==> src/rtl/sync_pkg.sv <==
// Shared definitions for the sync lock controller.
// Holds the video mode codes, the line-period windows that select each mode,
// the FSM state encoding and the default tuning parameters.
package sync_pkg;

  localparam int unsigned DEF_TOL   = 8;
  localparam int unsigned DEF_NLOCK = 16;
  localparam int unsigned DEF_NMISS = 4;
  localparam int unsigned DEF_TMO   = 4095;

  localparam logic [1:0] MODE_NONE = 2'd0;
  localparam logic [1:0] MODE_15K  = 2'd1;
  localparam logic [1:0] MODE_24K  = 2'd2;
  localparam logic [1:0] MODE_31K  = 2'd3;

  localparam logic [11:0] M15_LO = 12'd1400;
  localparam logic [11:0] M15_HI = 12'd1800;
  localparam logic [11:0] M24_LO = 12'd900;
  localparam logic [11:0] M24_HI = 12'd1150;
  localparam logic [11:0] M31_LO = 12'd700;
  localparam logic [11:0] M31_HI = 12'd899;

  typedef enum logic [1:0] {
    ST_SEARCH  = 2'd0,
    ST_MEASURE = 2'd1,
    ST_LOCKED  = 2'd2
  } state_t;

  // Classify a reference line period (in clk cycles) into a mode code.
  function automatic logic [1:0] modeFromRef(input logic [11:0] refLen);
    logic [1:0] result;
    result = MODE_NONE;
    if (refLen >= M15_LO && refLen <= M15_HI)
      result = MODE_15K;
    else if (refLen >= M24_LO && refLen <= M24_HI)
      result = MODE_24K;
    else if (refLen >= M31_LO && refLen <= M31_HI)
      result = MODE_31K;
    return result;
  endfunction

endpackage

==> src/rtl/tick_period_cnt.sv <==
// Line-period counter.
// Counts clk cycles between consecutive hticks and presents the measured
// distance on the htick cycle. The first htick after reset or after a disarm
// request only restarts the counter, so no stale period is ever reported.
// Ports:
//   clk, reset       system clock, async active-high reset
//   i_htick          one-clk line-start pulse
//   i_disarm         make the next htick a restart-only tick
//   o_meas           min(pcnt+1, 4095), valid while o_measValid is high
//   o_measValid      htick with a meaningful measurement
//   o_timeout        pcnt reached TMO and no htick this cycle
module tick_period_cnt
  import sync_pkg::*;
#(
  parameter int unsigned TMO = DEF_TMO
) (
  input  logic        clk,
  input  logic        reset,
  input  logic        i_htick,
  input  logic        i_disarm,
  output logic [11:0] o_meas,
  output logic        o_measValid,
  output logic        o_timeout
);

  localparam logic [11:0] PMAX  = 12'hFFF;
  localparam logic [11:0] TMO_V = 12'(TMO);

  logic [11:0] r_pcnt;
  logic        r_armed;

  // The counter restarts on every htick and otherwise saturates at its
  // maximum. The armed flag records that a previous htick exists, so the
  // distance to the current one is a true line period. A disarm request
  // takes priority, so the htick that caused it does not re-arm.
  always_ff @(posedge clk or posedge reset) begin
    if (reset) begin
      r_pcnt  <= '0;
      r_armed <= 1'b0;
    end else begin
      if (i_htick)
        r_pcnt <= '0;
      else if (r_pcnt != PMAX)
        r_pcnt <= r_pcnt + 12'd1;

      if (i_disarm)
        r_armed <= 1'b0;
      else if (i_htick)
        r_armed <= 1'b1;
    end
  end

  assign o_meas      = (r_pcnt == PMAX) ? PMAX : r_pcnt + 12'd1;
  assign o_measValid = i_htick & r_armed;
  assign o_timeout   = (r_pcnt == TMO_V) & ~i_htick;

endmodule

==> src/rtl/sync_lock_ctrl.sv <==
// Horizontal/vertical sync lock controller.
// Decides when the incoming line timing is stable, classifies the video
// mode from the locked line period, and tracks line and frame counts.
// Ports:
//   clk, reset    25 MHz system clock, async active-high reset
//   htick         one-clk line-start pulse
//   vs            polarity-normalised vertical sync, active-high
//   lock          line timing stable
//   mode          0 none, 1 15 kHz, 2 24 kHz, 3 31 kHz
//   line_len      locked reference line period, 0 when unlocked
//   frame_lines   lines in the last complete frame
//   line_num      current line index within the frame
//   vtick         one-clk frame-start pulse
module sync_lock_ctrl
  import sync_pkg::*;
#(
  parameter int unsigned TOL   = DEF_TOL,
  parameter int unsigned NLOCK = DEF_NLOCK,
  parameter int unsigned NMISS = DEF_NMISS,
  parameter int unsigned TMO   = DEF_TMO
) (
  input  logic        clk,
  input  logic        reset,
  input  logic        htick,
  input  logic        vs,
  output logic        lock,
  output logic [1:0]  mode,
  output logic [11:0] line_len,
  output logic [9:0]  frame_lines,
  output logic [9:0]  line_num,
  output logic        vtick
);

  localparam int unsigned MW = $clog2(NLOCK + 1);
  localparam int unsigned XW = $clog2(NMISS + 1);
  localparam logic [MW-1:0] NLOCK_M1 = MW'(NLOCK - 1);
  localparam logic [XW-1:0] NMISS_M1 = XW'(NMISS - 1);
  localparam logic [9:0]    LMAX     = 10'h3FF;

  state_t        r_state;
  logic [11:0]   r_ref;
  logic [MW-1:0] r_matchCnt;
  logic [XW-1:0] r_missCnt;
  logic          r_vsr;
  logic          r_frameSeen;

  logic [11:0]   w_meas;
  logic          w_measValid;
  logic          w_timeout;
  logic [11:0]   w_diff;
  logic          w_match;
  logic          w_missDrop;
  logic          w_disarm;

  assign w_diff  = (w_meas >= r_ref) ? (w_meas - r_ref) : (r_ref - w_meas);
  assign w_match = (32'(w_diff) <= TOL);

  // Leaving LOCKED on the final miss happens on an htick; that htick must
  // not count as the start of a fresh measurement.
  assign w_missDrop = (r_state == ST_LOCKED) & w_measValid & ~w_match &
                      (r_missCnt == NMISS_M1);
  assign w_disarm   = w_timeout | w_missDrop;

  tick_period_cnt #(
    .TMO(TMO)
  ) u_period (
    .clk        (clk),
    .reset      (reset),
    .i_htick    (htick),
    .i_disarm   (w_disarm),
    .o_meas     (w_meas),
    .o_measValid(w_measValid),
    .o_timeout  (w_timeout)
  );

  // Lock FSM. A timeout overrides everything and drops back to SEARCH.
  // Otherwise the FSM only advances on a valid measurement. The lock, mode
  // and line_len outputs are updated on the same edge as the state, so they
  // always agree with it. The reference period is frozen while locked, which
  // keeps mode and line_len stable across tolerated jitter.
  always_ff @(posedge clk or posedge reset) begin
    if (reset) begin
      r_state    <= ST_SEARCH;
      r_ref      <= '0;
      r_matchCnt <= '0;
      r_missCnt  <= '0;
      lock       <= 1'b0;
      mode       <= MODE_NONE;
      line_len   <= '0;
    end else if (w_timeout) begin
      r_state    <= ST_SEARCH;
      r_matchCnt <= '0;
      r_missCnt  <= '0;
      lock       <= 1'b0;
      mode       <= MODE_NONE;
      line_len   <= '0;
    end else if (w_measValid) begin
      case (r_state)
        ST_SEARCH: begin
          r_ref      <= w_meas;
          r_matchCnt <= '0;
          r_state    <= ST_MEASURE;
        end
        ST_MEASURE: begin
          if (w_match) begin
            if (r_matchCnt == NLOCK_M1) begin
              r_state    <= ST_LOCKED;
              r_matchCnt <= '0;
              r_missCnt  <= '0;
              lock       <= 1'b1;
              mode       <= modeFromRef(r_ref);
              line_len   <= r_ref;
            end else begin
              r_matchCnt <= r_matchCnt + 1'b1;
            end
          end else begin
            r_ref      <= w_meas;
            r_matchCnt <= '0;
          end
        end
        ST_LOCKED: begin
          if (w_match) begin
            r_missCnt <= '0;
          end else if (r_missCnt == NMISS_M1) begin
            r_state   <= ST_SEARCH;
            r_missCnt <= '0;
            lock      <= 1'b0;
            mode      <= MODE_NONE;
            line_len  <= '0;
          end else begin
            r_missCnt <= r_missCnt + 1'b1;
          end
        end
        default: begin
          r_state  <= ST_SEARCH;
          lock     <= 1'b0;
          mode     <= MODE_NONE;
          line_len <= '0;
        end
      endcase
    end
  end

  // Frame tracking runs on every htick regardless of lock. A frame starts
  // on the falling edge of vs as seen at line starts. The very first frame
  // start after reset is partial, so it restarts the line count but leaves
  // frame_lines alone.
  always_ff @(posedge clk or posedge reset) begin
    if (reset) begin
      r_vsr       <= 1'b0;
      r_frameSeen <= 1'b0;
      line_num    <= '0;
      frame_lines <= '0;
      vtick       <= 1'b0;
    end else begin
      vtick <= 1'b0;
      if (htick) begin
        r_vsr <= vs;
        if (r_vsr & ~vs) begin
          line_num    <= '0;
          vtick       <= 1'b1;
          r_frameSeen <= 1'b1;
          if (r_frameSeen)
            frame_lines <= (line_num == LMAX) ? LMAX : line_num + 10'd1;
        end else if (line_num != LMAX) begin
          line_num <= line_num + 10'd1;
        end
      end
    end
  end

endmodule

==> config.mk <==
export PLATFORM = sky130hd
export DESIGN_NAME = sync_lock_ctrl
export DESIGN_NICKNAME = d
export VERILOG_FILES = /design/src/rtl/sync_pkg.sv /design/src/rtl/tick_period_cnt.sv /design/src/rtl/sync_lock_ctrl.sv
export SDC_FILE = /design/constraint.sdc
export NUM_CORES = 1
export LEC_CHECK = 0
export CAP_MARGIN = 20
export CELL_PAD_IN_SITES_DETAIL_PLACEMENT = 0
export CELL_PAD_IN_SITES_GLOBAL_PLACEMENT = 2
export CORE_AREA = 3 3 119 121
export CTS_CLUSTER_DIAMETER = 60
export CTS_CLUSTER_SIZE = 8
export DETAILED_ROUTE_END_ITERATION = 8
export DIE_AREA = 0 0 122 124
export GPL_TIMING_DRIVEN = 0
export PLACE_DENSITY_LB_ADDON = 0.12
export SETUP_SLACK_MARGIN = 0.15
export SLEW_MARGIN = 5
export SYNTH_ARGS = -nofsm -noshare
export SYNTH_HDL_FRONTEND = slang
export SYNTH_SLANG_ARGS = --single-unit
==> constraint.sdc <==
create_clock -name clk -period 5.6 [get_ports clk]
set_clock_uncertainty 0.1 [all_clocks]
set_input_delay 1.4 -clock clk [delete_from_list [all_inputs] [get_ports clk]]
set_output_delay 1.4 -clock clk [all_outputs]
set_load 0.005 [all_outputs]
======== Yosys cells after proc, flatten, opt, wreduce, memory -nomap -nowiden ========
Cells that the tools add are included.
cells by class
  $lt $le $gt $ge ......................... 8
  shift operators ......................... 0
  bitwise logic cells ..................... 11
  multiplexer cells ....................... 54
  $add $sub $neg .......................... 6
  div/mod/pow operators ................... 0
  reductions and logical operators ........ 19
  multiply operators ...................... 0
  equal/unequal tests ..................... 14
operators with widths
  operator               number
  $mux 12                11
  $pmux 12 s3            1
  $mux 10                3
  $mux 2                 13
  $ge 12x10->1 const B   2
  $le 12x11->1 const B   2
  $pmux 12 s2            1
  $sub 12x12->12         2
  $mux 5                 4
  $mux 3                 6
  $add 12x1->12 const B  1
  $eq 12x12->1 const B   1
  $ge 12x11->1 const B   1
  $ge 12x12->1           1
  $le 12x10->1 const B   1
  $le 12x4->1 const B    1
  $ne 12x12->1 const B   1
  $pmux 2 s3             2
  $add 10x1->10 const B  1
  $eq 10x10->1 const B   1
  $mux 1                 10
  $ne 10x10->1 const B   1
  $pmux 5 s2             1
  $reduce_bool 2->1      5
  other kinds (22)       39
storage, ports and cells
  memories kept ........................... 0
  bits of input ports ..................... 4
  bits in writable memories ............... 0
  register bits ........................... 73
  output and inout port bits .............. 36
  bits in latches ......................... 0
  bits in read-only memories .............. 0

======== Longest topological paths before layout ========
  depth after elaboration ................. 10
  mapped depth ............................ 21

======== Modules after synthesis ========
From an unflattened synthesis, not the netlist that was laid out.
second synthesis, totals
  cells, all modules ...................... 535
  area, all modules ....................... 4810.9 µm²
modules (own cells, without submodules)
  module           sequential area each (µm²)  times used  area an instance (µm²)  cells an instance
  sync_lock_ctrl   1501.4                      1           4026.4                  450
  tick_period_cnt  325.3                       1           784.5                   85

======== Worst setup path after synthesis ========
OpenSTA, ideal clock, no wires.
  path type ............................... reg-to-reg
  start ................................... register u_period.r_pcnt[0]
  end ..................................... register mode[1]
  setup time .............................. 0.079 ns
  arrival ................................. 4.843 ns
  required time ........................... 5.421 ns
  stages on the path, launching flop included .. 22
  setup slack ............................. 0.578 ns
  cell sequence ........................... dfrtp_1 ha_1 nand4_1 or3_1 buf_6 clkbuf_1 nand2_1 ha_1 buf_2 and4_1 nand3_1 o41a_1 a221oi_1 nand3b_1 mux2i_1 a211o_1 or4_1 buf_2 a21o_1 nor3_4 buf_8 mux2i_1
between the ends
  cells in the longest elaborated chain, start to end .. 7
  elaborated cells on any way between the ends .. 17
  classes of those cells .................. add/sub (3); order compare (2); eq/ne (6); mux (3); bitwise (1); reduce/logical (2)
RTL lines
  item                                                   RTL line               text
  start, declared                                        tick_period_cnt.sv:29  logic [11:0] r_pcnt;
  start signal, assigned                                 tick_period_cnt.sv:44  r_pcnt <= r_pcnt + 12'd1;
  $add 12x1->12 / $eq 12x12->1 (equally long branches)   tick_period_cnt.sv:53  assign o_meas = (r_pcnt == PMAX) ? PMAX : r_pcnt + 12'd1;
  $mux 12 (*)                                            tick_period_cnt.sv:53
  named net u_period.o_meas[5]                           tick_period_cnt.sv:21  output logic [11:0] o_meas,
  $sub 12x12->12 / $ge 12x12->1 (equally long branches)  sync_lock_ctrl.sv:55   assign w_diff = (w_meas >= r_ref) ? (w_meas - r_ref) : (r_ref - w_meas);
  $mux 12 (*)                                            sync_lock_ctrl.sv:55
  $le 12x4->1 (*)                                        sync_lock_ctrl.sv:56   assign w_match = (32'(w_diff) <= TOL);
  $ne 3x3->1 (no source line)                            n/a
  $reduce_and 6->1 (no source line) (*)                  n/a
  end signal, assigned                                   sync_lock_ctrl.sv:111  mode <= modeFromRef(r_ref);
  end, declared                                          sync_lock_ctrl.sv:27   output logic [1:0] mode,
Mark *: on every way through the listed nets, which the timed path passes. The rest lies on a longest branch.
A chain may end at the register's enable or synchronous reset.

======== Final worst setup path ========
  start ................................... register u_period.r_pcnt[1]
  end ..................................... register line_len[5]
between the ends
  cells in the longest elaborated chain, start to end .. 7
  elaborated cells on any way between the ends .. 17
  classes of those cells .................. add/sub (3); order compare (2); eq/ne (6); mux (3); bitwise (1); reduce/logical (2)
RTL lines
  item                                                   RTL line               text
  $add 12x1->12 / $eq 12x12->1 (equally long branches)   tick_period_cnt.sv:53
  $mux 12 (*)                                            tick_period_cnt.sv:53
  named net u_period.o_meas[5]                           tick_period_cnt.sv:21
  $sub 12x12->12 / $ge 12x12->1 (equally long branches)  sync_lock_ctrl.sv:55
  $mux 12 (*)                                            sync_lock_ctrl.sv:55
  $le 12x4->1 (*)                                        sync_lock_ctrl.sv:56
  $ne 3x3->1 (no source line)                            n/a
  $reduce_and 6->1 (no source line) (*)                  n/a
  end signal, assigned                                   sync_lock_ctrl.sv:112  line_len <= r_ref;
  end, declared                                          sync_lock_ctrl.sv:28   output logic [11:0] line_len,
Marks and branches as above.

==> results.cfg <==
[run_status]
status = finished, final reports clean

[place]
portBuffers = 38
place_congestion = 0.897
place_hpwl_microns = 10000

[synthesis]
syn_inst = 534
yosysMostFrequentCell = dfrtp_1
ys_ff_latch = 73
synth_flop_cell = dfrtp_1
syn-num-nets = 567
synth_edf_count = 0
yosysWarnings = 0
async_flop_share_pct = 100
syn_avg_cell_area_sq_um = 8.81
synth_area_leader_cell = dfrtp_1
synth_top_area_share_pct = 38.8
synth_commonest_cells = dfrtp_1 (73), nand2_1 (50), o21ai_0 (49), inv_1 (39), a21oi_1 (34)
ys_seq_area_share_pct = 38.8
yosys-top-cells-area = dfrtp_1 (39%), ha_1 (7.7%), mux2i_1 (5.5%), o21ai_0 (5.2%), nand2_1 (4.0%)
synth.distinct_cells = 55
synth_area_sq_um = 4710

[critical_path]
crit_buf_inv = 6
cp.depth = 22
crit_path_start_kind = register
required_ns = 5.77
rrSetupSlack_ns = 0.34
crit_chain = ha_2 > nand4_1 > or3_1 > buf_6 > buf_4 > nand2_1 > ha_1 > buf_6 > and4_4 > nand3_1 > o41a_1 > nand2_4 > nor3_1 > a31o_2 > a211o_1 > or4_4 > buf_6 > a21o_1 > nor3_4 > buf_6 > buf_16 > mux2i_1
crit_slowest_cell = or4_4
crit_type = reg -> reg
worstReg2RegStart = u_period.r_pcnt[1]$_DFFE_PP0N_
worstSetupEndpointType = register
path_max_fanout = 10
r2r-end = line_len[5]$_DFFE_PP0P_
critPathArrivalTime_ns = 5.43
cp_slowest_stage_delay_ns = 0.58
crit_top_cell = buf_6
cp-startpoint = u_period.r_pcnt[1]$_DFFE_PP0N_
rr_worst_depth = 22
cp_top_family = simple AND/OR/NAND/NOR gates

[global_routing]
grt_max_degree = 46
grt_pass1_vias = 4266
antenna_found_initial = 0
grt_overflow = 0
grt_pass1_wl_microns = 22200
grt_usage_pct = 18.9

[drt]
via_per_inst = 5.31
ant_nets = 0
route.detailed.drc = 0
wl_per_cell_microns = 17.3
first_pass_iters = 5
drtIter0Drc = 219
vias = 4133
routed_wl_microns = 13500

[sta]
tightestPinTransition_ns = 0.729
fmax_ghz = 0.190
fin_crit_sh_pct = 94.0
max-slew-margin-rel_pct = 51.4
drv_slew = 0
finalSetupViolations = 0
rsz0062_at_grt = no
hold_viol = 0
layout_min_cycle_time_ns = 5.26

[min_path]
worstHoldEndpoint = frame_lines[5]$_DFFE_PP0P_
hold_path.class = reg -> reg
hp-start = frame_lines[5]$_DFFE_PP0P_
hold_depth = 2

[layout]
finish.utilization_pct = 44.8
diodes = 0
drive_gt1_share_pct = 12.0
syn_to_final_growth_pct = 25.5
fillers = 1351
fin_nets = 631

[pwr]
ir_drop_mv = 0.173
power_frac_seq_pct = 28.9
internal_power_mw = 1.38
p_total_mw = 2.19
combinationalPowerShare_pct = 45.1
netSwitchingPower_mw = 0.802
swShare_pct = 36.7
p_leak_nw = 2.57
power_density_nw_per_um2 = 370
clkPwrFrac_pct = 26.0

[clock_tree]
clock-sinks = 73
cts.path.max_buffers = 2
ctsHoldBuffers = 0
htreeDepth = 3
root_buffer = clkbuf_16
cts_buffers = 9
cts_tree = built
cts.clk_slew.worst_paths_ns = 0.06
clk_latency_ns = 0.34

[run]
cap_violations = 0

[floorplan]
top_level_ports = 40
core_area_sq_um = 13200
die_w_microns = 122
die_area_sq_um = 15100
die_y_microns = 124
initial_utilization_pct = 35.7
rows = 42
## layout by cell type, fill, tap and decap left out, types with 5 or more instances in the layout
cell type,instances
and3_1,8
xnor2_1,6
nand2_1,49
ha_1,24
xor2_1,13
clkbuf_1,12
nor2_1,31
nor2b_1,5
o21ai_0,45
nand3_1,32
nand4_1,8
a21oi_1,32
buf_4,12
nor3_1,12
dfrtp_1,73
clkbuf_16,9
clkdlybuf4s50_1,38
a21o_1,8
o211ai_1,6
inv_1,38
a31oi_1,6
nand2b_1,13
mux2i_1,26
mux2_2,6
## flip-flops by register name, indices dropped and copies added (netlist names), 3 cells and up
register	count
r_ref	12
line_num	10
line_len	12
r_matchCnt	5
frame_lines	10
r_missCnt	3
u_period.r_pcnt	12
## logic make-up (layout without fill, tap and decap cells)
family                   after synthesis  count (layout)  share of synthesized area, %
AND/OR/NAND/NOR                      182             182                          19.1
AO/OA/AOI/OAI                        140             140                          18.6
buffers and inverters                 59             127                          5.18
adder cells (fa/ha/maj)               29              29                          7.71
flip-flops                            73              73                          38.8
XOR/XNOR                              19              19                          3.54
multiplexers                          32              32                          6.97
## power by group through the flow
stage | combinational (mW) | sequential (mW) | clock [mW]
final | 0.986 | 0.631 | 0.569
after global routing | 1.07 | 0.640 | 0.609
after CTS | 0.921 | 0.631 | 0.590
after detailed placement | 0.847 | 0.640 | 0
after global placement | 0.833 | 0.638 | 0
after floorplan | 0.576 | 0.635 | 0
## timing repair
action / CTS / global route
cloned: 1 / 0
setup endpoints to repair: 38 / 32
pin swaps: 4 / 6
resized for setup: 20 / 24
setup buffers: 10 / 2
## worst min-delay path: stages, from the launching register on
cell and delay (ns):
dfrtp_1 0.34, nand2_1 0.04, o21ai_0 0.06
## area by class of cell
class | count | area, sq um | share of cell area (%)
Buffer | 20 | 116 | 1.97
Clock buffer | 9 | 225 | 3.81
Clock inverter | 6 | 60.1 | 1.02
Inverter | 39 | 149 | 2.52
Multi-Input combinational cell | 402 | 2770 | 47.0
Sequential cell | 73 | 1830 | 30.9
Tap cell | 176 | 220 | 3.73
Timing Repair Buffer | 53 | 534 | 9.05
## how the worst max path moves through the flow
| stage | slack, ns | endpoint |
|---|---|---|
| 5_1_grt | 0.13 | line_len[10]$_DFFE_PP0P_ |
| 3_5_place_dp | -0.79 | mode[1]$_DFFE_PP0P_ |
| 6_report | 0.34 | line_len[5]$_DFFE_PP0P_ |
| 3_3_place_gp | -0.81 | mode[1]$_DFFE_PP0P_ |
| 4_1_cts | 0.16 | line_len[1]$_DFFE_PP0P_ |
| 2_1_floorplan | 0.58 | mode[1]$_DFFE_PP0P_ |
## layer usage
metal,global-route usage [%],up-vias,part of all wire (%)
met5,0,-,0
met4,7.07,0,2.2
met3,4.13,21,3.1
met2,30.7,73,47
met1,24.9,2006,48
li1,-,2033,-
## metrics by stage
stage	setup TNS, ns	setup WS, ns	area, sq um	hold slack (ns)	cells
6_report	0	0.339	5910	0.379	778
5_1_grt	0	0.132	5910	0.402	778
4_1_cts	0	0.161	5790	0.373	776
3_5_place_dp	-21.16	-0.791	5340	0.360	750
3_3_place_gp	-22.56	-0.809	5310	0.355	748
2_1_floorplan	0	0.578	4710	0.339	534
Note: power is estimated with default switching activity, not from simulation.
